==> config.mk <==
export PLATFORM = sky130hd
export DESIGN_NAME = clkdiv_bank
export DESIGN_NICKNAME = d
export VERILOG_FILES = /design/src/rtl/clkdiv_bank.sv
export SDC_FILE = /design/constraint.sdc
export NUM_CORES = 1
export LEC_CHECK = 0
export CAP_MARGIN = 20
export CORE_UTILIZATION = 63
export DETAILED_ROUTE_END_ITERATION = 10
export PLACE_DENSITY_LB_ADDON = 0.08
export SLEW_MARGIN = 30
export SYNTH_ARGS = -nofsm -noshare
export SYNTH_HDL_FRONTEND = slang
export SYNTH_SLANG_ARGS = --single-unit
==> constraint.sdc <==
create_clock -name clk -period 2.2 [get_ports clk]
set_clock_uncertainty 0.15 [all_clocks]
set_input_delay 0.66 -clock clk [delete_from_list [all_inputs] [get_ports clk]]
set_output_delay 0.66 -clock clk [all_outputs]
set_load 0.005 [all_outputs]
==> src/rtl/clkdiv_bank.sv <==
// Bank of NCH programmable dividers, each producing a 50% toggle or a single-cycle pulse.
// Config writes are staged per channel and only reach the active registers on a wrap edge.
module clkdiv_bank #(
   parameter  int NCH = 8,
   parameter  int CW  = 8,
   localparam int CHW = (NCH > 1) ? $clog2(NCH) : 1
) (
   input  logic           clk,
   input  logic           rst_n,
   input  logic           sync,
   input  logic           cfg_valid,
   output logic           cfg_ready,
   input  logic [CHW-1:0] cfg_ch,
   input  logic [CW-1:0]  cfg_div,
   input  logic           cfg_en,
   input  logic           cfg_pulse,
   output logic [NCH-1:0] sig_out
);

   // Power-on divide value: channel i runs with an output period of 2^(i+1).
   function automatic logic [CW-1:0] reset_div(input int ch);
      if (ch >= CW) return '1;
      return CW'((32'd1 << ch) - 32'd1);
   endfunction

   logic [CW-1:0]  div_q  [NCH];
   logic [CW-1:0]  div_d  [NCH];
   logic [CW-1:0]  cnt_q  [NCH];
   logic [CW-1:0]  cnt_d  [NCH];
   logic [CW-1:0]  pdiv_q [NCH];
   logic [CW-1:0]  pdiv_d [NCH];

   logic [NCH-1:0] en_q,     en_d;
   logic [NCH-1:0] pulse_q,  pulse_d;
   logic [NCH-1:0] out_q,    out_d;
   logic [NCH-1:0] pen_q,    pen_d;
   logic [NCH-1:0] ppulse_q, ppulse_d;
   logic [NCH-1:0] pflag_q,  pflag_d;

   logic [NCH-1:0] ch_sel;
   logic [NCH-1:0] wr_sel;
   logic [NCH-1:0] wrap;
   logic           wr_acc;

   // An out-of-range cfg_ch decodes to no channel, so it reads as ready and writes nothing.
   always_comb begin
      ch_sel = '0;
      for (int i = 0; i < NCH; i++) begin
         ch_sel[i] = (cfg_ch == CHW'(i));
      end
   end

   assign cfg_ready = ~|(ch_sel & pflag_q);
   assign wr_acc    = cfg_valid & cfg_ready;
   assign wr_sel    = ch_sel & {NCH{wr_acc}};

   always_comb begin
      wrap = '0;
      for (int i = 0; i < NCH; i++) begin
         wrap[i] = en_q[i] & (cnt_q[i] == div_q[i]);
      end
   end

   // NOTE: every _d starts as a copy of its _q so no path through this block leaves a
   // variable unassigned; that is what keeps synthesis from inferring latches.
   always_comb begin
      div_d    = div_q;
      cnt_d    = cnt_q;
      pdiv_d   = pdiv_q;
      en_d     = en_q;
      pulse_d  = pulse_q;
      out_d    = out_q;
      pen_d    = pen_q;
      ppulse_d = ppulse_q;
      pflag_d  = pflag_q;

      for (int i = 0; i < NCH; i++) begin
         if (sync) begin
            cnt_d[i]   = '0;
            out_d[i]   = 1'b0;
            pflag_d[i] = 1'b0;
            if (wr_sel[i]) begin
               div_d[i]   = cfg_div;
               en_d[i]    = cfg_en;
               pulse_d[i] = cfg_pulse;
            end else if (pflag_q[i]) begin
               div_d[i]   = pdiv_q[i];
               en_d[i]    = pen_q[i];
               pulse_d[i] = ppulse_q[i];
            end
         end else begin
            if (en_q[i]) begin
               cnt_d[i] = wrap[i] ? '0 : cnt_q[i] + CW'(1);
               out_d[i] = pulse_q[i] ? wrap[i] : (out_q[i] ^ wrap[i]);
            end else begin
               cnt_d[i] = '0;
               out_d[i] = 1'b0;
            end

            // The wrap edge still finishes under the old config; the new one starts from cnt=0.
            if (pflag_q[i] && (wrap[i] || !en_q[i])) begin
               div_d[i]   = pdiv_q[i];
               en_d[i]    = pen_q[i];
               pulse_d[i] = ppulse_q[i];
               pflag_d[i] = 1'b0;
            end else if (wr_sel[i]) begin
               pdiv_d[i]   = cfg_div;
               pen_d[i]    = cfg_en;
               ppulse_d[i] = cfg_pulse;
               pflag_d[i]  = 1'b1;
            end
         end
      end
   end

   // NOTE: state updates use non-blocking assignments so every flop samples pre-edge values.
   // NOTE: these per-channel arrays are ordinary flops, not RAM, so all of them get a reset value.
   always_ff @(posedge clk or negedge rst_n) begin
      if (!rst_n) begin
         for (int i = 0; i < NCH; i++) begin
            div_q[i]  <= reset_div(i);
            cnt_q[i]  <= '0;
            pdiv_q[i] <= '0;
         end
         en_q     <= '1;
         pulse_q  <= '0;
         out_q    <= '0;
         pen_q    <= '0;
         ppulse_q <= '0;
         pflag_q  <= '0;
      end else begin
         div_q    <= div_d;
         cnt_q    <= cnt_d;
         pdiv_q   <= pdiv_d;
         en_q     <= en_d;
         pulse_q  <= pulse_d;
         out_q    <= out_d;
         pen_q    <= pen_d;
         ppulse_q <= ppulse_d;
         pflag_q  <= pflag_d;
      end
   end

   assign sig_out = out_q;

endmodule

==> results.tsv <==
metric	value	unit
DRC	0	
starting DRC count in detailed routing	539	
post-route antenna net violation count	0	
hold path start	pen_q[2]	
sequential area share after synthesis	50.0	%
CP bufs+invs	1	
clock root cell	clkbuf_16	
share of cells above drive strength 1	24.8	%
Yosys cell types	45	
Post-synth EDFFs	0	
Yosys top cell area share	42.2	%
maximum VDD drop	0.000857	V
achievable clock frequency	0.385	GHz
slew margin rel.	65.0	%
CTS buffer count	26	
IO Pins	26	
leakage power	6.17	nW
largest net degree at the start of global routing	60	
crit start category	register	
Slew Viols, Final	0	
worst min path class	register to register	
switching part of the total	30.5	%
reg2reg end	cnt_q[13]	
Routed Wire Length	27.5	mm
Nets	1226	
Clock Path Buffers	3	
reg2reg start	div_q[10]	
Initial Util	64.4	%
Primary FF master, synth	dfrtp_1	
Hold Fails Final Rpt	0	
Layout area overhead	18.5	%
most common cell in the netlist	dfrtp_1	
Crit path required time	1.39	ns
Cells after Synth	1107	
yosys synthesis warning count	0	
violated checks	setup timing	
post-layout util	76.3	%
Skew-Pair Late Insertion Delay	0.53	ns
Async S/R FF share, synth	100	%
crit path time final	2.60	ns
largest cells by area after synthesis	dfrtp_1, o211ai_1, dfstp_2, xnor2_1, a22oi_1	
drt wl/cell	18.9	µm
WHS Endpoint	pen_q[2]	
RSZ-0062 raised after global routing	true	
slowest stage delay, CP	0.51	ns
Post-synth top cells	dfrtp_1, o211ai_1, nand2_1	
r2r worst-path depth	6	
Hold Crit Depth	2	
TritonCTS clock tree	built	
area leader, netlist	dfrtp_1	
Gate power share	25.9	%
GR Overflow Total	0	
CP endpoint kind	output port	
chip height	141	µm
Setup Viol. Count Final	1	
H-tree depth	1	
CP top delay family	multiplexers	
Seq cells post-synth	240	
Worst-Margin Slew	0.525	ns
Cell Chain, Critical Path	mux4_2 > mux2i_4 > buf_2	
postcts setup bufs	0	
pre-CTS WS	-1.15	ns
FILL cells	1271	
critical-path maximum fanout	2	
Power, Total	15.2	mW
Crit-path slowest cell	mux4_2	
Net Count, Synth	1132	
gr usage total	28.8	%
synthesized area	12100	µm²
pwr dens	1060	nW/µm²
Rows	50	
Internal	10.6	mW
Max-Cap Viols	0	
die width	141	µm
vias in the first global route	8950	
initial antenna violation count	1	
Final period util	118	%
Avg Cell Area, Syn	10.9	µm²
global-route wire length before repair	45.4	mm
Via density	6.20	
post-route insts no fill	1455	
CORE AREA	18800	µm²
Antenna Cells	0	
setup TNS	-0.398	ns
CTS Sinks	240	
clock share of power	28.7	%
PortBufs	25	
Sequential Power Share	45.4	%
die area	19700	µm²
gp weighted congestion	0.826	
placed cells	1405	
Setup WS post-layout	-0.398	ns
outcome	finished with violations	
placed wire-length estimate	18.0	mm
Clock transition at path regs	0.06	ns
critical path type	register to output port	
Via Count	9019	
crit path DAT	1.79	ns
DRT Pass-1 Iters	5	
Switch Pwr	4.64	mW
flop-to-flop setup slack	0.23	ns
layout make-up:
| cell class | count | area [µm²] | area share [%] |
|---|---|---|---|
| Inverter | 11 | 41.3 | 0.288 |
| Tap cell | 234 | 293 | 2.04 |
| Clock buffer | 35 | 734 | 5.13 |
| Clock inverter | 13 | 135 | 0.943 |
| Multi-Input combinational cell | 778 | 5670 | 39.6 |
| Sequential cell | 240 | 6050 | 42.2 |
| Timing Repair Buffer | 144 | 1400 | 9.77 |
metal layers:
metal / GRT usage (%) / routed length [µm] / vias up
li1: - / - / 4230
met1: 40.8 / 12600 / 4527
met2: 47.2 / 13200 / 208
met3: 3.73 / 1190 / 52
met4: 7.38 / 535 / 2
met5: 0 / 16 / -
cell families after synthesis:
group,count (synthesis),synth area share (%)
xor+xnor,112,8.11
flops,240,50.0
simple gates,287,12.1
fa+ha+maj,8,0.828
buf+inv,90,3.28
compound gates,293,17.3
mux,77,8.32
worst reg2reg max path, cell delays in order (launching register included):
cell	delay (ns)
dfstp_2	0.56
xnor2_1	0.13
nand4_1	0.29
buf_4	0.26
o21ai_1	0.20
buf_4	0.20
nor2_1	0.06
stage by stage:
stage | hold WS (ns) | instance area [µm²]
2_1_floorplan | 0.214 | 12100
3_3_place_gp | 0.312 | 13400
5_1_grt | 0.361 | 14300
3_5_place_dp | 0.324 | 13400
6_report | 0.336 | 14300
4_1_cts | 0.338 | 14300
repair_timing:
| action | CTS | global route |
|---|---|---|
| resized for setup | 12 | 9 |
| pin swaps | 0 | 1 |
| endpoints found under the hold margin | 15 | 0 |
| setup endpoints to repair | 29 | 19 |
| cloned | 0 | 1 |
| hold buffers | 1 | 0 |
cell usage in the layout (no fill, tap or decap), types with 11 or more instances in the layout:
| cell type | Yosys | routed |
|---|---|---|
| a21oi_1 | 25 | 24 |
| a22oi_1 | 74 | 74 |
| and2_1 | 11 | 11 |
| and3_1 | 17 | 17 |
| buf_12 | 0 | 19 |
| buf_4 | 3 | 98 |
| clkbuf_16 | 0 | 26 |
| clkdlybuf4s50_1 | 0 | 13 |
| dfrtp_1 | 204 | 204 |
| dfstp_2 | 36 | 36 |
| inv_1 | 11 | 11 |
| mux2_2 | 40 | 40 |
| mux2_4 | 32 | 32 |
| nand2_1 | 79 | 79 |
| nand3_1 | 37 | 37 |
| nand4_1 | 17 | 17 |
| nor2_1 | 63 | 63 |
| nor2b_1 | 17 | 17 |
| o211ai_1 | 144 | 144 |
| o21ai_0 | 14 | 14 |
| xnor2_1 | 74 | 74 |
| xor2_1 | 38 | 38 |
worst max-delay path by stage:
stage	from	slack [ns]	end	depth (start not counted)
finish	pflag_q[7]	-0.40	cfg_ready	3
global route	pflag_q[7]	-0.43	cfg_ready	3
CTS	pflag_q[7]	-0.43	cfg_ready	3
detailed placement	cfg_ch[0]	-1.15	cfg_ready	4
global placement	cfg_ch[0]	-1.14	cfg_ready	4
floorplan	cfg_ch[0]	-0.01	cfg_ready	3
power groups by stage:
stage	registers (mW)	clock network [mW]	logic, mW
floorplan	6.64	0	2.77
global placement	6.91	0	3.76
detailed placement	6.94	0	3.92
CTS	6.90	4.45	3.96
global route	7.05	4.62	4.39
finish	6.91	4.37	3.94
flip-flops by register name, indices dropped and copies added (netlist names):
| name | cells |
|---|---|
| cnt_q | 64 |
| en_q | 8 |
| pdiv_q | 64 |
| pulse_q | 8 |
| ppulse_q | 8 |
| sig_out | 8 |
| pflag_q | 8 |
| div_q | 64 |
| pen_q | 8 |
No activity file was read; power rests on OpenSTA's default activity.
